`src/rtl/nes_bus_pkg.sv`:
```
// nes_bus_pkg: shared CPU-bus types and register addresses for the NES system slice.
package nes_bus_pkg;

  localparam int unsigned ADDR_W = 16;
  localparam int unsigned DATA_W = 8;
  localparam int unsigned DMA_LEN = 256;

  localparam logic [ADDR_W-1:0] DMA_REG_ADDR = 16'h4014;
  localparam logic [ADDR_W-1:0] OAMDATA_ADDR = 16'h2004;

  typedef enum logic [2:0] {
    IDLE,
    HALT,
    ALIGN,
    GET,
    PUT,
    DGET
  } dma_state_t;

  typedef struct packed {
    logic [ADDR_W-1:0] addr;
    logic              re;
    logic [DATA_W-1:0] wr_data;
  } bus_req_t;

endpackage

```
`src/rtl/oam_dma_arbiter.sv`:
```
// oam_dma_arbiter: owns the CPU memory bus and runs sprite OAM DMA on a $4014 write.
// Defining DMC_DMA_EN adds a DMC sample-fetch channel that takes priority over OAM.
module oam_dma_arbiter
  import nes_bus_pkg::*;
#(
  parameter logic [15:0] DMA_REG_ADDR = nes_bus_pkg::DMA_REG_ADDR,
  parameter logic [15:0] OAMDATA_ADDR = nes_bus_pkg::OAMDATA_ADDR,
  parameter int unsigned DMA_LEN      = nes_bus_pkg::DMA_LEN
) (
  input  logic              clock,
  input  logic              reset_n,
  input  logic              cpu_clk_en,
  input  logic              cpu_cyc_par,
  input  logic [ADDR_W-1:0] cpu_addr,
  input  logic              cpu_re,
  input  logic [DATA_W-1:0] cpu_wr_data,
  input  logic [DATA_W-1:0] mem_rd_data,
`ifdef DMC_DMA_EN
  input  logic              dmc_req,
  input  logic [ADDR_W-1:0] dmc_addr,
  output logic              dmc_ack,
  output logic [DATA_W-1:0] dmc_data,
`endif
  output logic [ADDR_W-1:0] mem_addr,
  output logic              mem_re,
  output logic [DATA_W-1:0] mem_wr_data,
  output logic              cpu_sus,
  output logic              dma_busy
);

  localparam logic [7:0] LAST_IDX = 8'(DMA_LEN - 1);

  dma_state_t        state_q;
  dma_state_t        state_d;
  logic [7:0]        page_q;
  logic [7:0]        idx_q;
  logic [DATA_W-1:0] latch_q;
  logic              trigger_c;
  logic              last_c;
  bus_req_t          core_req;
  bus_req_t          dma_req;
  bus_req_t          bus_c;

  assign trigger_c = (state_q == IDLE) && !cpu_re && (cpu_addr == DMA_REG_ADDR);
  assign last_c    = (idx_q == LAST_IDX);

`ifdef DMC_DMA_EN
  logic       dmc_pend_q;
  logic       oam_act_q;
  dma_state_t slot_c;

  // A pending DMC fetch steals the next get slot
  assign slot_c = dmc_pend_q ? DGET : GET;

  // DMC request latch and OAM-transfer-in-progress flag
  always_ff @(posedge clock or negedge reset_n) begin
    if (!reset_n) begin
      dmc_pend_q <= 1'b0;
      oam_act_q  <= 1'b0;
    end else if (cpu_clk_en) begin
      if (state_q == DGET)   dmc_pend_q <= 1'b0;
      else if (dmc_req)      dmc_pend_q <= 1'b1;
      if (trigger_c)                     oam_act_q <= 1'b1;
      else if (state_q == PUT && last_c) oam_act_q <= 1'b0;
    end
  end

  assign dmc_ack  = cpu_clk_en && (state_q == DGET);
  assign dmc_data = mem_rd_data;
  assign dma_busy = oam_act_q || trigger_c;
`else
  assign dma_busy = (state_q != IDLE) || trigger_c;
`endif

  assign cpu_sus = (state_q != IDLE);

  // State, page, index and data latch advance once per CPU cycle
  always_ff @(posedge clock or negedge reset_n) begin
    if (!reset_n) begin
      state_q <= IDLE;
      page_q  <= 8'd0;
      idx_q   <= 8'd0;
      latch_q <= '0;
    end else if (cpu_clk_en) begin
      state_q <= state_d;
      if (trigger_c)        page_q  <= cpu_wr_data;
      if (state_q == GET)   latch_q <= mem_rd_data;
      if (state_q == PUT)   idx_q   <= last_c ? 8'd0 : idx_q + 8'd1;
    end
  end

  // Next-state: halt, align gets to even cycles, then alternate get/put
  always_comb begin
    state_d = state_q;
    case (state_q)
`ifdef DMC_DMA_EN
      IDLE:  if (trigger_c || dmc_req || dmc_pend_q) state_d = HALT;
      HALT:  state_d = (oam_act_q && cpu_cyc_par) ? slot_c : ALIGN;
      ALIGN: state_d = cpu_cyc_par ? slot_c : ALIGN;
      PUT:   state_d = last_c ? IDLE : slot_c;
      DGET:  state_d = oam_act_q ? ALIGN : IDLE;
`else
      IDLE:  if (trigger_c) state_d = HALT;
      HALT:  state_d = cpu_cyc_par ? GET : ALIGN;
      ALIGN: state_d = GET;
      PUT:   state_d = last_c ? IDLE : GET;
`endif
      GET:     state_d = PUT;
      default: state_d = IDLE;
    endcase
  end

  // Bus mux: core passes through when idle, otherwise the DMA request drives memory
  always_comb begin
    core_req.addr    = cpu_addr;
    core_req.re      = cpu_re;
    core_req.wr_data = cpu_wr_data;
    dma_req.addr     = cpu_addr;
    dma_req.re       = 1'b1;
    dma_req.wr_data  = cpu_wr_data;
    case (state_q)
      GET: dma_req.addr = {page_q, idx_q};
      PUT: begin
        dma_req.addr    = OAMDATA_ADDR;
        dma_req.re      = 1'b0;
        dma_req.wr_data = latch_q;
      end
`ifdef DMC_DMA_EN
      DGET: dma_req.addr = dmc_addr;
`endif
      default: ;
    endcase
    bus_c = (state_q == IDLE) ? core_req : dma_req;
  end

  assign mem_addr    = bus_c.addr;
  assign mem_re      = bus_c.re;
  assign mem_wr_data = bus_c.wr_data;

endmodule
```
`config.mk`:
```
export PLATFORM = sky130hd
export DESIGN_NAME = oam_dma_arbiter
export DESIGN_NICKNAME = d
export VERILOG_FILES = /design/src/rtl/nes_bus_pkg.sv /design/src/rtl/oam_dma_arbiter.sv
export SDC_FILE = /design/constraint.sdc
export NUM_CORES = 1
export LEC_CHECK = 0
export ABC_AREA = 1
export BUFFER_PORTS_ARGS = -buffer_cell sky130_fd_sc_hd__buf_2
export CAP_MARGIN = 15
export CORE_MARGIN = 2
export CORE_UTILIZATION = 44
export CTS_CLUSTER_DIAMETER = 120
export DETAILED_ROUTE_END_ITERATION = 16
export GPL_ROUTABILITY_DRIVEN = 0
export PLACE_DENSITY = 0.76
export SETUP_SLACK_MARGIN = 0.2
export SYNTH_ARGS = -nofsm -noshare
export SYNTH_HDL_FRONTEND = slang
export SYNTH_SLANG_ARGS = --single-unit
```
`constraint.sdc`:
```
create_clock -name clock -period 1.3 [get_ports clock]
set_input_delay 0.26 -clock clock [delete_from_list [all_inputs] [get_ports clock]]
set_output_delay 0.26 -clock clock [all_outputs]
set_load 0.02 [all_outputs]
```
==> impl_results.md <==
- Initial DRC count: approximately 190
- Clock transition at path regs: 0.11 ns
- Max Clk Rate: about 540 MHz
- Tcrit/Tclk final: 142%
- Final setup fails: 54
- ANT nets after route: 0
- WL final: 7.19 mm
- Critical path required time: 1.04 ns
- Die area: 0.00436 sq mm
- Fin. Hold Viols: 0
- Ys async rst share: 100%
- Pwr dens: 1770 mW/mm^2
- Cts bufs inserted: 3
- Initial antenna violation count: 0
- Chip height: 66.1 um
- CTS root buf: clkbuf_8
- Chip width: 66.1 um
- Status: finished, violations left
- Setup slack, reg-to-reg: -0.51 ns
- End-of-flow core utilization: 82.3%
- Reg2reg start: state_q[0]
- Slew HR: 73.6%
- Syn Std Cell Area: 0.00169 sq mm
- CTS tree: yes
- Skew final: 0.00308 ns
- Share of cells above drive strength 1: between 50% and 60%
- Violated checks: setup timing
- Crit path DAT: 1.59 ns
- Global-route wire length before repair: just over 9 mm
- Final nets: 376
- Synthesized net count: between 200 and 300
- Syn-to-layout area delta: 79.2%
- Reg2Reg Depth: 9
- Maximum buffer depth of the clock tree: 2
- Sink Count: 27
- Cells after DPL: 366
- Slew of the pin with the lowest slew margin: 0.395 ns
- Worst slack, placed: -0.208 ns
- Seq cells post-synth: 27
- LEAKAGE: about 1.5 nW
- Core area: about 0.0037 sq mm
- Fin crit period: 1.85 ns
- Pre-Repair DR Iteration Count: 5
- Largest net degree at the start of global routing: 17
- Distinct cells, synth: 27
- Worst Setup EP: mem_addr[5]
- Wirelength per Cell: 18.7 um
- Ant diodes: 0
- Mean number of vias per cell: 5.68
- Ys flop type: dfrtp_1
- CP max FO: 8
- Effective utilization at floorplan: 45.9%
- Max-Cap Viols: 0
- Number of enable flip-flop cells after synthesis: 0
- H-tree levels: 1
- Final worst slack: -0.552 ns
- Ys Warns: 0
- Reg2reg end: page_q[7]
- CP endpoint kind: primary output
- Fin. max-slew vios: 0
- Setup TNS: -22.16 ns
- Num rows: 22
- Top-Level Pins: 64
- Routed via count: approximately 2200
- Residual DRC: 0
- PortBufs: 63
- Crit Path Category: flop to primary output
- Peak VDD IR: 0.00113 V
- Global route overflow: 0
- Hold Slack: 0.196 ns
- Crit path launch type: flop
- Number of global-route vias before repair: 1984
- Worst setup startpoint: state_q[0]
- Mean area per synthesized cell: 7.27 sq um
- Mapped Cells: 233
- Hpwl dp: 3.78 mm
- RSZ-0062 raised after global routing: yes
- Worst skew pair latency: 0.29 ns
- Worst min path class: input pin to flop
- Post-synthesis sequential area ratio: between 30% and 40%
- Final cell count without fillers: about 390
- Total track usage: 27.4%
[layout make-up]
class                      count  area [sq um]
fill                         208           653
clock buffer                   3          41.3
tap                           48          60.1
clock inverter                 1          7.51
multi-input combinational    173          1230
inverter                      27           119
timing repair buffer         106           895
sequential                    27           678
[worst max-delay path, stage by stage (launching register included)]
cell and delay (ns):
dfrtp_1 0.47, nand2_2 0.13, nor2_4 0.17, inv_4 0.10, buf_4 0.17, nand3_2 0.08
o21ai_4 0.06, buf_6 0.13
[logic make-up (layout without fill, tap and decap cells)]
kind of cell / Yosys count / count (layout) / share of synthesized area [%]
buf+inv: 33 / 137 / 8.12
flops: 27 / 27 / 39.9
compound gates: 24 / 24 / 7.53
mux: 8 / 8 / 5.32
fa+ha+maj: 1 / 1 / 0.738
xor+xnor: 3 / 3 / 1.55
simple gates: 137 / 137 / 36.9
[flip-flops by register name, summed over array words and instances, names as in the netlist]
| name | count |
|---|---|
| page_q | 8 |
| latch_q | 8 |
| idx_q | 8 |
| state_q | 3 |
[layer usage]
metal	global-route usage [%]	vias up	share of wire, %
met5	0	-	0
met4	11.0	0	4.2
met3	3.41	35	7.0
met2	48.2	137	50
met1	34.1	1049	39
li1	-	965	-
[Yosys cell counts, types with 2 or more instances]
cell type  count  area share [%]
a21oi_1        2            0.59
buf_2          3            0.89
buf_4          2            0.89
dfrtp_1       27              40
inv_1         25             5.5
mux2_2         8             5.3
nand2_1       82              18
nand2_2        2            0.74
nand3_1       15             4.4
nand4_1       11             4.1
nor2_1        20             4.4
nor2_4         3             2.0
o211ai_1       2            0.89
o21ai_0       12             3.5
o21ai_1        6             1.8
xor2_1         2             1.0
[repair_timing]
item                                    in CTS  in global routing
endpoints found under the setup margin      54                 54
setup buffers                               11                  2
pin swaps                                   10                  7
hold buffers                                 1                  0
endpoints found under the hold margin       14                  0
gates cloned                                 0                  1
gates resized for setup                     74                 57
[how the worst min path moves through the flow]
stage / from / end / slack (ns) / cells after the start
6_report: mem_rd_data[5] / latch_q[5] / 0.20 / 2
5_1_grt: mem_rd_data[1] / latch_q[1] / 0.20 / 2
4_1_cts: mem_rd_data[0] / latch_q[0] / 0.20 / 2
3_5_place_dp: reset_n / latch_q[6] / 0.19 / 1
3_3_place_gp: reset_n / latch_q[6] / 0.19 / 1
2_1_floorplan: reset_n / idx_q[0] / -0.04 / 0
[cells in the final DEF, fill, tap and decap left out, types with 3 or more instances in the layout]
cell / count
nand2_1: 47
buf_2: 37
buf_6: 35
buf_4: 28
nand2_2: 27
dfrtp_1: 25
inv_1: 22
nor2_1: 17
nand4_1: 11
nand2_4: 9
o21ai_2: 9
mux2_2: 8
nand3_2: 6
o21ai_4: 6
nand3_1: 6
nor2_4: 4
nand3_4: 4
nor2_2: 3
clkbuf_8: 3
[per-stage QoR]
stage | power [mW] | cell area (sq um)
after floorplan | 2.72 | 1860
after global placement | 3.46 | 2410
after detailed placement | 3.53 | 2410
after CTS | 4.78 | 2810
after global routing | 5.60 | 3040
final | 5.38 | 3040
[report_power, final]
part | switching [mW] | internal (mW)
registers | 0.212 | 1.08
clock network | 0.310 | 0.219
logic | 1.89 | 1.67
total | 2.41 | 2.97
No activity file was read; power rests on OpenSTA's default activity.
